### src/rtl/riscv_pkg.sv
// Shared types and constants for the RISC-V pipeline control unit.
package riscv_pkg;

    typedef enum logic [1:0] {
        StRun,
        StMemWait,
        StRedirect,
        StIntrWait
    } pipe_state_e;

    localparam int unsigned DefaultTimeoutCycles = 256;

endpackage

### src/rtl/riscv_pu_pipe_ctrl_if.sv
// Stall/flush handshake bundle between the pipeline datapath and its controller.
interface riscv_pu_pipe_ctrl_if;

    logic       enable;
    logic       i_ex_read;
    logic [4:0] i_ex_rd_addr;
    logic [4:0] i_id_rs1_addr;
    logic [4:0] i_id_rs2_addr;
    logic       i_jump_branch;
    logic       i_mem_req;
    logic       i_mem_done;
    logic       i_interr_req;

    logic       o_stall_if;
    logic       o_stall_id;
    logic       o_stall_rd_reg;
    logic       o_stall_wr_reg;
    logic       o_stall_ex;
    logic       o_stall_mem;
    logic       o_flush_if;
    logic       o_flush_id;
    logic       o_flush_ex;
    logic       o_interr;
    logic       o_interr_ack;
    logic       o_mem_timeout;

    // Datapath side: raises events, consumes stall/flush controls.
    modport master (
        output enable, i_ex_read, i_ex_rd_addr, i_id_rs1_addr, i_id_rs2_addr,
               i_jump_branch, i_mem_req, i_mem_done, i_interr_req,
        input  o_stall_if, o_stall_id, o_stall_rd_reg, o_stall_wr_reg, o_stall_ex,
               o_stall_mem, o_flush_if, o_flush_id, o_flush_ex, o_interr,
               o_interr_ack, o_mem_timeout
    );

    // Controller side.
    modport slave (
        input  enable, i_ex_read, i_ex_rd_addr, i_id_rs1_addr, i_id_rs2_addr,
               i_jump_branch, i_mem_req, i_mem_done, i_interr_req,
        output o_stall_if, o_stall_id, o_stall_rd_reg, o_stall_wr_reg, o_stall_ex,
               o_stall_mem, o_flush_if, o_flush_id, o_flush_ex, o_interr,
               o_interr_ack, o_mem_timeout
    );

endinterface

### src/rtl/riscv_pu_hazard_detect.sv
// Load-use hazard detector: a load in EX whose destination feeds an operand in ID.
module riscv_pu_hazard_detect (
    input  logic       ex_read_i,
    input  logic [4:0] ex_rd_addr_i,
    input  logic [4:0] id_rs1_addr_i,
    input  logic [4:0] id_rs2_addr_i,
    output logic       hazard_o
);

    // x0 is hardwired to zero, so a load targeting it never creates a dependency.
    assign hazard_o = ex_read_i && (ex_rd_addr_i != 5'd0) &&
                      ((ex_rd_addr_i == id_rs1_addr_i) || (ex_rd_addr_i == id_rs2_addr_i));

endmodule

### src/rtl/riscv_pu_pipe_ctrl.sv
// Pipeline stall/flush controller: memory wait, redirect, interrupt entry and load-use.
// Optional memory-wait watchdog enabled by RISCV_PU_PIPE_CTRL_TIMEOUT_EN.
module riscv_pu_pipe_ctrl
    import riscv_pkg::*;
#(
    parameter int unsigned TIMEOUT_CYCLES = DefaultTimeoutCycles
) (
    input  logic                 clk,
    input  logic                 nreset,
    riscv_pu_pipe_ctrl_if.slave  bus
);

    if (TIMEOUT_CYCLES < 2 || TIMEOUT_CYCLES > 65535) begin : g_bad_timeout
        $error("TIMEOUT_CYCLES out of range 2..65535");
    end

    pipe_state_e state_q, state_d;
    logic        load_use;
    logic        wd_expired;

    logic stall_if, stall_id, stall_ex, stall_mem;
    logic flush_if, flush_id, flush_ex;
    logic interr, interr_ack, mem_timeout;

    riscv_pu_hazard_detect u_hazard_detect (
        .ex_read_i     (bus.i_ex_read),
        .ex_rd_addr_i  (bus.i_ex_rd_addr),
        .id_rs1_addr_i (bus.i_id_rs1_addr),
        .id_rs2_addr_i (bus.i_id_rs2_addr),
        .hazard_o      (load_use)
    );

`ifdef RISCV_PU_PIPE_CTRL_TIMEOUT_EN
    logic [15:0] wd_cnt_q, wd_cnt_d;

    assign wd_expired = (wd_cnt_q == 16'(TIMEOUT_CYCLES - 1));

    // Held at zero in every other state, so it is clear on each entry to MEM_WAIT.
    always_comb begin
        wd_cnt_d = wd_cnt_q;
        if (bus.enable) begin
            if (state_q == StMemWait) wd_cnt_d = wd_cnt_q + 16'd1;
            else                      wd_cnt_d = 16'd0;
        end
    end

    always_ff @(posedge clk or negedge nreset) begin
        if (!nreset) wd_cnt_q <= 16'd0;
        else         wd_cnt_q <= wd_cnt_d;
    end
`else
    assign wd_expired = 1'b0;
`endif

    always_ff @(posedge clk or negedge nreset) begin
        if (!nreset) state_q <= StRun;
        else         state_q <= state_d;
    end

    // Outputs are Mealy and forced low while in reset or disabled.
    always_comb begin
        state_d     = state_q;
        stall_if    = 1'b0;
        stall_id    = 1'b0;
        stall_ex    = 1'b0;
        stall_mem   = 1'b0;
        flush_if    = 1'b0;
        flush_id    = 1'b0;
        flush_ex    = 1'b0;
        interr      = 1'b0;
        interr_ack  = 1'b0;
        mem_timeout = 1'b0;
        if (nreset && bus.enable) begin
            unique case (state_q)
                StRun: begin
                    if (bus.i_mem_req && !bus.i_mem_done) begin
                        {stall_if, stall_id, stall_ex, stall_mem} = 4'b1111;
                        state_d = StMemWait;
                    end else if (bus.i_jump_branch) begin
                        {flush_if, flush_id, flush_ex} = 3'b111;
                        state_d = StRedirect;
                    end else if (bus.i_interr_req) begin
                        {flush_if, flush_id, flush_ex} = 3'b111;
                        interr  = 1'b1;
                        state_d = StIntrWait;
                    end else if (load_use) begin
                        stall_if = 1'b1;
                        stall_id = 1'b1;
                        flush_ex = 1'b1;
                    end
                end
                StMemWait: begin
                    // Redirects are ignored here; EX is frozen so the request persists.
                    if (bus.i_mem_done) begin
                        state_d = StRun;
                    end else if (wd_expired) begin
                        {flush_if, flush_id, flush_ex} = 3'b111;
                        mem_timeout = 1'b1;
                        state_d     = StRun;
                    end else begin
                        {stall_if, stall_id, stall_ex, stall_mem} = 4'b1111;
                    end
                end
                StRedirect: begin
                    flush_if = 1'b1;
                    state_d  = StRun;
                end
                StIntrWait: begin
                    if (bus.i_interr_req) begin
                        interr_ack = 1'b1;
                        stall_if   = 1'b1;
                    end else begin
                        state_d = StRun;
                    end
                end
                default: state_d = StRun;
            endcase
        end
    end

    assign bus.o_stall_if     = stall_if;
    assign bus.o_stall_id     = stall_id;
    assign bus.o_stall_rd_reg = stall_id;
    assign bus.o_stall_wr_reg = stall_mem;
    assign bus.o_stall_ex     = stall_ex;
    assign bus.o_stall_mem    = stall_mem;
    assign bus.o_flush_if     = flush_if;
    assign bus.o_flush_id     = flush_id;
    assign bus.o_flush_ex     = flush_ex;
    assign bus.o_interr       = interr;
    assign bus.o_interr_ack   = interr_ack;
    assign bus.o_mem_timeout  = mem_timeout;

endmodule

### src/flat_wrapper.sv
// flat-port wrapper written by rule: the top's interface ports become plain ports
module riscv_pu_pipe_ctrl_flat import riscv_pkg::*;
#(
    parameter int unsigned TIMEOUT_CYCLES = DefaultTimeoutCycles
)
  (clk, nreset, bus_enable, bus_i_ex_read, bus_i_ex_rd_addr, bus_i_id_rs1_addr, bus_i_id_rs2_addr, bus_i_jump_branch, bus_i_mem_req, bus_i_mem_done, bus_i_interr_req, bus_o_stall_if, bus_o_stall_id, bus_o_stall_rd_reg, bus_o_stall_wr_reg, bus_o_stall_ex, bus_o_stall_mem, bus_o_flush_if, bus_o_flush_id, bus_o_flush_ex, bus_o_interr, bus_o_interr_ack, bus_o_mem_timeout);
  riscv_pu_pipe_ctrl_if bus_i ();
  input  logic clk;
  input  logic nreset;
  input wire logic [$bits(bus_i.enable)-1:0] bus_enable;
  input wire logic [$bits(bus_i.i_ex_read)-1:0] bus_i_ex_read;
  input wire logic [$bits(bus_i.i_ex_rd_addr)-1:0] bus_i_ex_rd_addr;
  input wire logic [$bits(bus_i.i_id_rs1_addr)-1:0] bus_i_id_rs1_addr;
  input wire logic [$bits(bus_i.i_id_rs2_addr)-1:0] bus_i_id_rs2_addr;
  input wire logic [$bits(bus_i.i_jump_branch)-1:0] bus_i_jump_branch;
  input wire logic [$bits(bus_i.i_mem_req)-1:0] bus_i_mem_req;
  input wire logic [$bits(bus_i.i_mem_done)-1:0] bus_i_mem_done;
  input wire logic [$bits(bus_i.i_interr_req)-1:0] bus_i_interr_req;
  output wire logic [$bits(bus_i.o_stall_if)-1:0] bus_o_stall_if;
  output wire logic [$bits(bus_i.o_stall_id)-1:0] bus_o_stall_id;
  output wire logic [$bits(bus_i.o_stall_rd_reg)-1:0] bus_o_stall_rd_reg;
  output wire logic [$bits(bus_i.o_stall_wr_reg)-1:0] bus_o_stall_wr_reg;
  output wire logic [$bits(bus_i.o_stall_ex)-1:0] bus_o_stall_ex;
  output wire logic [$bits(bus_i.o_stall_mem)-1:0] bus_o_stall_mem;
  output wire logic [$bits(bus_i.o_flush_if)-1:0] bus_o_flush_if;
  output wire logic [$bits(bus_i.o_flush_id)-1:0] bus_o_flush_id;
  output wire logic [$bits(bus_i.o_flush_ex)-1:0] bus_o_flush_ex;
  output wire logic [$bits(bus_i.o_interr)-1:0] bus_o_interr;
  output wire logic [$bits(bus_i.o_interr_ack)-1:0] bus_o_interr_ack;
  output wire logic [$bits(bus_i.o_mem_timeout)-1:0] bus_o_mem_timeout;
  assign bus_i.enable = bus_enable;
  assign bus_i.i_ex_read = bus_i_ex_read;
  assign bus_i.i_ex_rd_addr = bus_i_ex_rd_addr;
  assign bus_i.i_id_rs1_addr = bus_i_id_rs1_addr;
  assign bus_i.i_id_rs2_addr = bus_i_id_rs2_addr;
  assign bus_i.i_jump_branch = bus_i_jump_branch;
  assign bus_i.i_mem_req = bus_i_mem_req;
  assign bus_i.i_mem_done = bus_i_mem_done;
  assign bus_i.i_interr_req = bus_i_interr_req;
  assign bus_o_stall_if = bus_i.o_stall_if;
  assign bus_o_stall_id = bus_i.o_stall_id;
  assign bus_o_stall_rd_reg = bus_i.o_stall_rd_reg;
  assign bus_o_stall_wr_reg = bus_i.o_stall_wr_reg;
  assign bus_o_stall_ex = bus_i.o_stall_ex;
  assign bus_o_stall_mem = bus_i.o_stall_mem;
  assign bus_o_flush_if = bus_i.o_flush_if;
  assign bus_o_flush_id = bus_i.o_flush_id;
  assign bus_o_flush_ex = bus_i.o_flush_ex;
  assign bus_o_interr = bus_i.o_interr;
  assign bus_o_interr_ack = bus_i.o_interr_ack;
  assign bus_o_mem_timeout = bus_i.o_mem_timeout;
  riscv_pu_pipe_ctrl #(.TIMEOUT_CYCLES(TIMEOUT_CYCLES)) u_core (.clk(clk), .nreset(nreset), .bus(bus_i));
endmodule
### config.mk
export PLATFORM = sky130hd
export DESIGN_NAME = riscv_pu_pipe_ctrl_flat
export DESIGN_NICKNAME = d
export VERILOG_FILES = /design/src/rtl/riscv_pkg.sv /design/src/rtl/riscv_pu_pipe_ctrl_if.sv /design/src/rtl/riscv_pu_hazard_detect.sv /design/src/rtl/riscv_pu_pipe_ctrl.sv /design/src/flat_wrapper.sv
export SDC_FILE = /design/constraint.sdc
export NUM_CORES = 1
export LEC_CHECK = 0
export ABC_AREA = 1
export BUFFER_PORTS_ARGS = -buffer_cell sky130_fd_sc_hd__buf_2
export CAP_MARGIN = 20
export CORE_MARGIN = 3
export CORE_UTILIZATION = 25
export DETAILED_ROUTE_END_ITERATION = 8
export GPL_ROUTABILITY_DRIVEN = 0
export PLACE_DENSITY_LB_ADDON = 0.2
export SYNTH_ARGS = -nofsm -noshare
export SYNTH_HDL_FRONTEND = slang
export SYNTH_SLANG_ARGS = --single-unit
### constraint.sdc
create_clock -name clk -period 4.1 [get_ports clk]
set_clock_uncertainty 0.1 [all_clocks]
set_input_delay 1.025 -clock clk [delete_from_list [all_inputs] [get_ports clk]]
set_output_delay 1.025 -clock clk [all_outputs]
set_load 0.1 [all_outputs]
==> out/results.tsv <==
stage	metric	value	unit
floorplanning	placementRows	15	
setup_path	ff2ff_path_depth	5	
min_path	hold_class	input port to async pin	
power	powerDensity	424.0	mW/mm2
timing	finalMaxSlewViolations	0	
power	p_comb_share	70.3	%
clocking	cts_root_buf	clkbuf_4	
routing	vias	603	
yosys	yosys_warnings	0	
finish	mostFrequentLayoutCells	buf_2, nand2_1, inv_1	
timing	fmax	299.0	MHz
clocking	cts_buffers	3	
floorplanning	core_area	0.001783	mm2
setup_path	r2r_slack	2.75	ns
timing	setup_viol	0	
setup_path	arrival	2.22	ns
power	clock_power_share	14.3	%
finish	regArea	50.05	um2
setup_path	r2r-end	u_core.state_q[1]$_DFFE_PN0P_	
setup_path	crit_required	2.97	ns
global_routing	grt_pass1_vias	492	
placement	portBuffers	33	
yosys	syn_area_per_cell	5.304	um2
power	ir_drop	211.5	uV
finish	regMostFlops	u_core.state_q	
finish	fillers	223	
floorplanning	fp.dieArea	0.002518	mm2
yosys	synth_nets	115	
finish	antenna_cells	0	
yosys	synth.distinct_cells	25	
global_routing	grt_pass1_wl	1849	um
timing	period_minus_slack	3.344	ns
global_routing	grtUsageTotal	9.187	%
clocking	clkTransAtPathRegs	0.03	ns
setup_path	start_kind	input port	
floorplanning	die_x	50.18	um
yosys	seq_area_frac_synth	10.26	%
setup_path	end_kind	output pin	
finish	post-route-cell-area	688.2	um2
status	status	finished, final reports clean	
clocking	cts.path.max_buffers	2	
clocking	cts_tree	done	
timing	fin_tns_setup	0	ns
setup_path	r2r-start	u_core.state_q[0]$_DFFE_PN0P_	
clocking	cts_hold_buf	0	
clocking	cts-resized-gates	0	
finish	drive_gt1_share	45.16	%
clocking	cts_setup_buffers	0	
finish	syn2layout_area_growth	41.03	%
yosys	syn-instance-count	92	
timing	whs	0.4920	ns
placement	dp_hpwl	1104	um
global_routing	antenna_found_initial	0	
yosys	syn_area	488.0	um2
power	leakagePower	0.4352	nW
routing	vias_per_cell	4.047	
routing	drc_errors	0	
routing	drt-total-wl	1223	um
floorplanning	die_h	50.18	um
power	power	0.0002918	W
power	internal_power	0.0001097	W
global_routing	overflow	0	
finish	multi_input_area	332.8	um2
power	power_frac_seq	15.4	%
power	switching_share	62.42	%
timing	rsz0062_at_grt	false	
finish	largest_reg_flops	2	
routing	wl_per_cell	8.208	um
routing	initialDrtViolationCount	10	
finish	final_nets	149	
timing	finalCritPeriodShare	81.57	%
flow_run	max_cap_viol_count	0	
setup_path	startpoint	bus_i_ex_rd_addr[0]	
clocking	cts.sinks	2	
power	p_switching	0.0001821	W
routing	antenna_left	0	
routing	firstDrtPassIters	4	
setup_path	crit_fanout	4	
global_routing	grt_max_degree	9	
floorplanning	start_util	27.37	%
clocking	clk_latency	0.22	ns
timing	hold_viol	0	
finish	layout_commonest_cell	buf_2	
setup_path	path_class	input port to output pin	
finish	largestRegisters	u_core.state_q x2	
placement	placed_cell_area	665.6	um2
yosys	synth-seq-cells	2	
floorplanning	io_pins	35	
clocking	htree_levels	1	
-- kinds of logic (layout without fill, tap and decap cells) --
| logic type | count (synthesis) | count (layout) | synth area share [%] |
|---|---|---|---|
| AO/OA/AOI/OAI | 12 | 12 | 17.44 |
| XOR/XNOR | 2 | 2 | 3.590 |
| buffers and inverters | 27 | 59 | 23.85 |
| flip-flops | 2 | 2 | 10.26 |
| other | 1 | 1 | 0.7685 |
| AND/OR/NAND/NOR | 48 | 48 | 44.10 |
-- worst max path at each step --
stage / endpoint / slack (ns) / depth (start not counted)
4_1_cts: bus_o_stall_rd_reg / 0.74 / 10
6_report: bus_o_stall_rd_reg / 0.76 / 10
3_5_place_dp: bus_o_stall_rd_reg / 0.74 / 10
3_3_place_gp: bus_o_stall_id / 0.76 / 10
2_1_floorplan: bus_o_interr / -0.002 / 2
5_1_grt: bus_o_stall_id / 0.60 / 10
-- synth_stat cells --
cell type / n / share of area (%)
dfrtp_1: 2 / 10
o21ai_1: 3 / 3.1
o2111ai_1: 1 / 1.8
nor4b_1: 1 / 1.8
nor2_1: 9 / 6.9
nand3_1: 3 / 3.1
o31ai_2: 1 / 2.6
a21oi_2: 1 / 1.8
clkinv_1: 1 / 0.77
a21boi_1: 1 / 1.5
a31oi_1: 1 / 1.3
o31ai_1: 1 / 1.5
o21ai_2: 1 / 1.8
nand4_1: 1 / 1.3
nand2_1: 26 / 20
conb_1: 1 / 0.77
nor2_2: 5 / 6.4
xnor2_1: 2 / 3.6
nand2_2: 2 / 2.6
nand3_2: 1 / 2.1
o21ai_0: 1 / 1.0
inv_2: 7 / 5.4
inv_1: 15 / 12
a21oi_1: 1 / 1.0
buf_4: 4 / 6.2
-- worst max-delay path, cell delays in order --
cell and delay [ns]:
buf_2 0.11, inv_1 0.05, nand2_1 0.05, nand2_1 0.04
nor2_1 0.11, nand3_1 0.09, nand2_2 0.09, nand3_2 0.08
o21ai_2 0.13, buf_2 0.44
-- per-layer routing --
layer  vias up  routed length [um]  global-route usage [%]
li1        339                   -                       -
met1       245                 568                   12.61
met2        19                 567                   14.57
met3         0                  87                  0.5935
met4         0                   0                   4.147
met5         -                   0                       0
-- layout make-up --
class                           count  area share, %
Tap cell                           25          4.545
Timing Repair Buffer               33          24.00
Inverter                           23          12.55
Sequential cell                     2          7.273
Clock buffer                        3          3.273
Multi-Input combinational cell     63          48.36
-- per-stage QoR --
stage / worst slack [ns] / util [%] / cells
after global placement: 0.7650 / 37.33 / 146
after global routing: 0.5983 / 38.60 / 149
after CTS: 0.7386 / 38.60 / 149
after floorplan: -0.002453 / - / 92
after detailed placement: 0.7413 / 37.33 / 146
final: 0.7558 / 38.60 / 149
-- power by group through the flow --
stage                     registers [W]  logic [W]  clock network (W)
after floorplan               0.0000415   0.000172                  0
after global placement        0.0000440   0.000204                  0
after detailed placement      0.0000453   0.000206                  0
after CTS                     0.0000445   0.000206          0.0000437
after global routing          0.0000462   0.000221          0.0000456
final                         0.0000451   0.000205          0.0000417
No activity file was read; power rests on OpenSTA's default activity.
